==> src/rtl/imem_boot_loader_pkg.sv <==
// Shared definitions for the instruction-memory boot loader:
// controller state encoding and byte-packing constants.
package imem_boot_pkg;

    typedef enum logic [2:0] {
        IDLE  = 3'd0,
        HDR   = 3'd1,
        DATA  = 3'd2,
        WRITE = 3'd3,
        RUN   = 3'd4
    } state_t;

    localparam int BYTES_PER_WORD = 4;
    localparam int BYTE_CNT_W     = 2;

endpackage

==> src/rtl/imem_boot_loader_if.sv <==
// Byte-stream input and instruction-memory write bus of the boot loader.
// The loader uses the master modport because it masters the memory write
// side; the host/memory environment uses the slave modport.
interface imem_boot_loader_if #(parameter int ADDRESS_BITS = 4);

    logic [7:0]              RX_DATA;
    logic                    RX_VALID;
    logic                    RX_READY;
    logic                    W_EN;
    logic [ADDRESS_BITS:0]   ADDRESS;
    logic [31:0]             W_INSTRUCTION;

    modport master (
        input  RX_DATA, RX_VALID,
        output RX_READY, W_EN, ADDRESS, W_INSTRUCTION
    );

    modport slave (
        output RX_DATA, RX_VALID,
        input  RX_READY, W_EN, ADDRESS, W_INSTRUCTION
    );

endinterface

==> src/rtl/imem_boot_loader_word_packer.sv <==
// Assembles four accepted bytes into a little-endian 32-bit word.
// The first byte ends up in [7:0], the fourth in [31:24].
module word_packer
    import imem_boot_pkg::*;
(
    input  logic        clk,
    input  logic        rst_n,
    input  logic        clear,
    input  logic        byte_valid,
    input  logic [7:0]  byte_in,
    output logic        word_ready,
    output logic [31:0] word
);

    logic [BYTE_CNT_W-1:0] byte_cnt;
    logic [31:0]           shift_q;

    // Byte counter and shift register; new bytes enter at the top so the
    // oldest byte drifts down to the least significant position.
    always_ff @(posedge clk) begin
        if (!rst_n) begin
            byte_cnt <= '0;
            shift_q  <= '0;
        end else if (clear) begin
            byte_cnt <= '0;
            shift_q  <= '0;
        end else if (byte_valid) begin
            byte_cnt <= byte_cnt + BYTE_CNT_W'(1);
            shift_q  <= {byte_in, shift_q[31:8]};
        end
    end

    assign word_ready = byte_valid && (byte_cnt == BYTE_CNT_W'(BYTES_PER_WORD - 1));
    assign word       = {byte_in, shift_q[31:8]};

endmodule

==> src/rtl/imem_boot_loader.sv <==
// Boot loader: reads a count header and little-endian instruction words
// from a byte stream, writes them into instruction memory, then releases
// the core. Optional macro SINGLE_STEP_EN adds a STEP input that gates
// R_EN to one cycle per STEP rising edge while running.
module imem_boot_loader
    import imem_boot_pkg::*;
#(
    parameter int ADDRESS_BITS = 4
)
(
    input  logic                CLK,
    input  logic                RST,
    input  logic                START,
`ifdef SINGLE_STEP_EN
    input  logic                STEP,
`endif
    imem_boot_loader_if.master  bus,
    output logic                R_EN,
    output logic                CORE_RST,
    output logic                BUSY,
    output logic                DONE,
    output logic                ERR
);

    localparam int DEPTH = 2 ** (ADDRESS_BITS + 1);
    localparam int CNT_W = ADDRESS_BITS + 2;
    localparam int IDX_W = ADDRESS_BITS + 1;

    state_t             state_q;
    state_t             state_next;
    logic               hs;
    logic               last_word;
    logic               over_depth;
    logic [CNT_W-1:0]   count_q;
    logic [IDX_W-1:0]   index_q;
    logic [IDX_W-1:0]   addr_q;
    logic [31:0]        winstr_q;
    logic               err_q;
    logic               word_ready;
    logic [31:0]        word;

    assign hs         = bus.RX_VALID & bus.RX_READY;
    assign last_word  = ({1'b0, index_q} == (count_q - CNT_W'(1)));
    assign over_depth = ({1'b0, bus.RX_DATA} > 9'(DEPTH));

    word_packer u_packer (
        .clk        (CLK),
        .rst_n      (RST),
        .clear      (state_q == HDR),
        .byte_valid (state_q == DATA && hs),
        .byte_in    (bus.RX_DATA),
        .word_ready (word_ready),
        .word       (word)
    );

    // State register.
    always_ff @(posedge CLK) begin
        if (!RST) state_q <= IDLE;
        else      state_q <= state_next;
    end

    // Next-state selection.
    always_comb begin
        state_next = state_q;
        case (state_q)
            IDLE:    if (START) state_next = HDR;
            HDR:     if (hs) state_next = DATA;
            DATA:    if (word_ready) state_next = WRITE;
            WRITE:   state_next = last_word ? RUN : DATA;
            RUN:     if (START) state_next = HDR;
            default: state_next = IDLE;
        endcase
    end

    // Count, word index, write address/data and sticky error bookkeeping.
    always_ff @(posedge CLK) begin
        if (!RST) begin
            count_q  <= '0;
            index_q  <= '0;
            addr_q   <= '0;
            winstr_q <= '0;
            err_q    <= 1'b0;
        end else begin
            if (state_q != HDR && state_next == HDR) begin
                index_q <= '0;
                err_q   <= 1'b0;
            end
            if (state_q == HDR && hs) begin
                if (bus.RX_DATA == 8'd0 || over_depth) count_q <= CNT_W'(DEPTH);
                else                                   count_q <= CNT_W'(bus.RX_DATA);
                if (over_depth) err_q <= 1'b1;
            end
            if (state_q == DATA && word_ready) begin
                addr_q   <= index_q;
                winstr_q <= word;
            end
            if (state_q == WRITE && !last_word) index_q <= index_q + IDX_W'(1);
        end
    end

`ifdef SINGLE_STEP_EN
    logic step_q;

    // Previous STEP value for rising-edge detection.
    always_ff @(posedge CLK) begin
        if (!RST) step_q <= 1'b0;
        else      step_q <= STEP;
    end
`endif

    // Outputs decoded from the current state.
    always_comb begin
        bus.RX_READY = 1'b0;
        bus.W_EN     = 1'b0;
        R_EN         = 1'b0;
        CORE_RST     = 1'b0;
        BUSY         = 1'b0;
        DONE         = 1'b0;
        case (state_q)
            HDR, DATA: begin
                bus.RX_READY = 1'b1;
                BUSY         = 1'b1;
            end
            WRITE: begin
                bus.W_EN = 1'b1;
                BUSY     = 1'b1;
            end
            RUN: begin
                CORE_RST = 1'b1;
                DONE     = 1'b1;
`ifdef SINGLE_STEP_EN
                R_EN     = STEP & ~step_q & ~START;
`else
                R_EN     = 1'b1;
`endif
            end
            default: ;
        endcase
    end

    assign bus.ADDRESS       = addr_q;
    assign bus.W_INSTRUCTION = winstr_q;
    assign ERR               = err_q;

endmodule

==> src/flat_wrapper.sv <==
// flat-port wrapper written by rule: the top's interface ports become plain ports
module imem_boot_loader_flat import imem_boot_pkg::*;
#(
    parameter int ADDRESS_BITS = 4
)
  (CLK, RST, START, R_EN, CORE_RST, BUSY, DONE, ERR, bus_RX_DATA, bus_RX_VALID, bus_RX_READY, bus_W_EN, bus_ADDRESS, bus_W_INSTRUCTION);
  imem_boot_loader_if #(.ADDRESS_BITS(ADDRESS_BITS)) bus_i ();
  input  logic CLK;
  input  logic RST;
  input  logic START;
  output logic R_EN;
  output logic CORE_RST;
  output logic BUSY;
  output logic DONE;
  output logic ERR;
  input wire logic [$bits(bus_i.RX_DATA)-1:0] bus_RX_DATA;
  input wire logic [$bits(bus_i.RX_VALID)-1:0] bus_RX_VALID;
  output wire logic [$bits(bus_i.RX_READY)-1:0] bus_RX_READY;
  output wire logic [$bits(bus_i.W_EN)-1:0] bus_W_EN;
  output wire logic [$bits(bus_i.ADDRESS)-1:0] bus_ADDRESS;
  output wire logic [$bits(bus_i.W_INSTRUCTION)-1:0] bus_W_INSTRUCTION;
  assign bus_i.RX_DATA = bus_RX_DATA;
  assign bus_i.RX_VALID = bus_RX_VALID;
  assign bus_RX_READY = bus_i.RX_READY;
  assign bus_W_EN = bus_i.W_EN;
  assign bus_ADDRESS = bus_i.ADDRESS;
  assign bus_W_INSTRUCTION = bus_i.W_INSTRUCTION;
  imem_boot_loader #(.ADDRESS_BITS(ADDRESS_BITS)) u_core (.CLK(CLK), .RST(RST), .START(START), .bus(bus_i), .R_EN(R_EN), .CORE_RST(CORE_RST), .BUSY(BUSY), .DONE(DONE), .ERR(ERR));
endmodule
==> config.mk <==
export PLATFORM = sky130hd
export DESIGN_NAME = imem_boot_loader_flat
export DESIGN_NICKNAME = d
export VERILOG_FILES = /design/src/rtl/imem_boot_loader_pkg.sv /design/src/rtl/imem_boot_loader_if.sv /design/src/rtl/imem_boot_loader_word_packer.sv /design/src/rtl/imem_boot_loader.sv /design/src/flat_wrapper.sv
export SDC_FILE = /design/constraint.sdc
export NUM_CORES = 1
export LEC_CHECK = 0
export ABC_CLOCK_PERIOD_IN_PS = 1900
export CORE_UTILIZATION = 43
export DETAILED_ROUTE_END_ITERATION = 8
export HOLD_SLACK_MARGIN = 0.05
export MAX_ROUTING_LAYER = met4
export PLACE_DENSITY = 0.7
export SLEW_MARGIN = 20
export SYNTH_ARGS = -nofsm -noshare
export SYNTH_HDL_FRONTEND = slang
export SYNTH_SLANG_ARGS = --single-unit
==> constraint.sdc <==
create_clock -name CLK -period 1.9 [get_ports CLK]
set_clock_uncertainty 0.15 [all_clocks]
set_input_delay 0.19 -clock CLK [delete_from_list [all_inputs] [get_ports CLK]]
set_output_delay 0.19 -clock CLK [all_outputs]
set_load 0.05 [all_outputs]
==> results.py <==
metrics = {
    "outcome": {
        "status": "complete, but fails checks",
        "violations": "negative setup slack",
    },
    "run": {
        "max_cap_violations": 0,
    },
    "clock_tree": {
        "htree_levels": 3,
        "cts.sinks": 78,
        "cts_buffers": 9,
        "clockBufferDepth": 2,
        "cts_hold_buf": 0,
        "cts_tree": "yes",
        "cts-root-buf": "clkbuf_8",
        "clk_latency_ns": 0.35,
        "path_clk_slew_ns": 0.09,
    },
    "floorplan": {
        "die_h_microns": 87.8,
        "num_rows": 30,
        "die_area_sq_um": 7700,
        "core_sq_um": 6940,
        "ios": 56,
        "start_util_pct": 45.5,
        "die_w_microns": 87.8,
    },
    "logic_synthesis": {
        "syn_area_sq_um": 3160,
        "synth.top_cell.area_share_pct": 49.4,
        "syn-num-nets": 414,
        "synthTopCellsByArea": "dfxtp_1 (49%), nand2_1 (16%), a21oi_1 (10%)",
        "avgSynthCellArea_sq_um": 7.93,
        "ys_warn_count": 0,
        "synth_edf_count": 0,
        "syn_inst": 399,
        "yosysUniqueCellTypes": 44,
        "ys_seq_elements": 78,
        "synth.most_common_cell": "nand2_1",
        "post-synth-top-area-cell": "dfxtp_1",
        "ys_async_sr_fraction_pct": 0,
        "synth_flop_cell": "dfxtp_1",
        "yosysSeqAreaShare_pct": 49.4,
        "synthTopCellsByCount": "nand2_1 (134), dfxtp_1 (78), a21oi_1 (66)",
    },
    "drt": {
        "wl_met3_microns": 454,
        "drt.antenna.violating_nets": 0,
        "avgRoutedWirePerCell_microns": 13.2,
        "wirelength_microns": 7580,
        "num_vias": 2941,
        "wl_met1_microns": 3450,
        "viasPerCell": 5.12,
        "top_layer": "met4",
        "dr_wl_met2_microns": 3540,
        "drc": 0,
        "drt_iter0_drc": 158,
        "first_pass_iters": 5,
    },
    "setup_path": {
        "cp.required_ns": 2.05,
        "rr_endpoint": "u_core.state_q[2]",
        "crit_path_end": "u_core.state_q[2]",
        "r2r_slack_ns": -0.02,
        "crit_start": "u_core.count_q[1]",
        "cp_max_fo": 4,
        "critPathLaunchType": "register",
        "crit_arrival_ns": 2.06,
        "critical_path_class": "reg -> reg",
        "worst_r2r_path_depth": 8,
        "r2r-start": "u_core.count_q[1]",
        "critPathCaptureType": "register",
    },
    "sta": {
        "finalHoldViolations": 0,
        "final.setup.worst_slack_ns": -0.0174,
        "rsz0062_at_grt": "yes",
        "fmax_mhz": 522,
        "worst_slew_pin_slew_ns": 0.510,
        "fin_crit_sh_pct": 101,
        "maxSlewHeadroom_pct": 65.9,
        "setup_viol": 1,
        "finalMaxSlewViolations": 0,
        "min_period_ns": 1.92,
    },
    "placed_design": {
        "place_area_sq_um": 3970,
        "io_buffers": 55,
        "place_congestion": 0.830,
        "post-place-cells": 552,
        "dpl.hpwl_microns": 5100,
    },
    "global_routing": {
        "antenna_found_initial": 0,
        "grt.total_usage_pct": 21.3,
        "grt_pass1_vias": 2786,
        "grt_pass1_wl_microns": 12500,
        "grt_max_degree": 27,
        "grt_overflow": 0,
    },
    "cells_and_area": {
        "fin_cells": 574,
        "utilization_pct": 61.6,
        "final_area_sq_um": 4280,
        "num_antenna_cells": 0,
        "final_nets": 488,
        "num-fill-cells": 609,
        "area_growth_pct": 35.2,
        "layout-drive-gt1-share_pct": 16.9,
    },
    "hold_path": {
        "hold_path_class": "reg -> reg",
    },
    "power_and_ir_drop": {
        "vdd_ir_drop_max_mv": 0.340,
        "leakagePower_nw": 1.48,
        "p_per_area_nw_per_um2": 745,
    },
}
==> layer usage <==
layer / vias to the layer above / global-route usage (%)
met5: - / -
met4: 0 / 8.20
met3: 14 / 3.11
met2: 114 / 34.5
met1: 1334 / 26.9
li1: 1479 / -
==> state kept, by name, indices dropped and copies added (netlist names) <==
| register | count |
|---|---|
| u_core.count_q | 6 |
| u_core.ERR | 1 |
| u_core.u_packer.byte_cnt | 2 |
| u_core.u_packer.shift_q | 24 |
| u_core.bus.ADDRESS | 5 |
| u_core.bus.W_INSTRUCTION | 32 |
| u_core.index_q | 5 |
| u_core.state_q | 3 |
==> metrics by stage <==
step / total power, mW / setup TNS [ns] / hold WS, ns / setup slack (ns)
2_1_floorplan: 1.82 / 0 / 0.176 / 0.0217
3_3_place_gp: 1.93 / -0.710 / 0.294 / -0.116
3_5_place_dp: 1.93 / -0.968 / 0.297 / -0.139
4_1_cts: 3.20 / 0 / 0.310 / 0.0173
5_1_grt: 3.29 / -0.534 / 0.328 / -0.119
6_report: 3.19 / -0.0174 / 0.305 / -0.0174
==> report_power, final <==
| group | total (mW) | switching (mW) | internal [mW] |
|---|---|---|---|
| clock | 1.29 | 0.660 | 0.628 |
| sequential | 1.66 | 0.0132 | 1.64 |
| combinational | 0.241 | 0.141 | 0.0998 |
| total | 3.19 | 0.814 | 2.37 |
==> area by class of cell <==
class,count,area (sq um),area share [%]
Multi-Input combinational cell,286,1480,34.5
Clock inverter,7,81.3,1.90
Sequential cell,78,1570,36.6
Inverter,8,30.0,0.702
Timing Repair Buffer,90,880,20.6
Clock buffer,9,124,2.90
Tap cell,96,120,2.81
==> repair_timing <==
action | CTS | global route
pin swaps | 7 | 6
buffers inserted | 2 | 4
setup endpoints to repair | 11 | 11
cloned | 0 | 0
gates resized for setup | 8 | 10
==> layout by cell type, fill, tap and decap left out, types with 3 or more instances in the layout <==
cell type        instances
o21ai_0                  3
xnor2_1                  6
clkbuf_8                 9
inv_1                    4
nand2_1                134
and2_1                   4
nor3_1                   3
nor2_1                  18
buf_4                   36
clkdlybuf4s50_1         46
nand3_1                  5
a22oi_1                  5
nor4_1                   3
nand4b_1                 3
buf_12                   7
dfxtp_1                 75
inv_2                    4
a21oi_1                 66
dfxtp_2                  3
==> critical path, stage by stage, from the launching register on <==
cell and delay (ns):
dfxtp_2 0.34, inv_2 0.05, ha_4 0.23, xnor2_1 0.12, nor2_1 0.15, nand4b_1 0.21
buf_4 0.22, o32a_1 0.32, nor2_1 0.08
==> worst min path at each step <==
stage                                startpoint                     endpoint  slack [ns]  depth (start not counted)
global route        u_core.bus.W_INSTRUCTION[5]  u_core.bus.W_INSTRUCTION[5]        0.33                          2
CTS                 u_core.bus.W_INSTRUCTION[3]  u_core.bus.W_INSTRUCTION[3]        0.31                          2
floorplan                        bus_RX_DATA[0]  u_core.u_packer.shift_q[24]        0.18                          2
detailed placement  u_core.bus.W_INSTRUCTION[3]  u_core.bus.W_INSTRUCTION[3]        0.30                          2
finish              u_core.bus.W_INSTRUCTION[9]  u_core.bus.W_INSTRUCTION[9]        0.31                          2
global placement    u_core.u_packer.shift_q[10]  u_core.u_packer.shift_q[10]        0.29                          2
==> logic make-up (layout without fill, tap and decap cells) <==
logic type,count (synthesis),count (layout),synth area share [%]
compound gates,91,91,16.3
xor+xnor,7,7,1.94
fa+ha+maj,3,3,1.19
buf+inv,35,114,5.58
flops,78,78,49.4
mux,1,1,0.316
simple gates,184,184,25.4
Power figures use the tool's default switching activity.
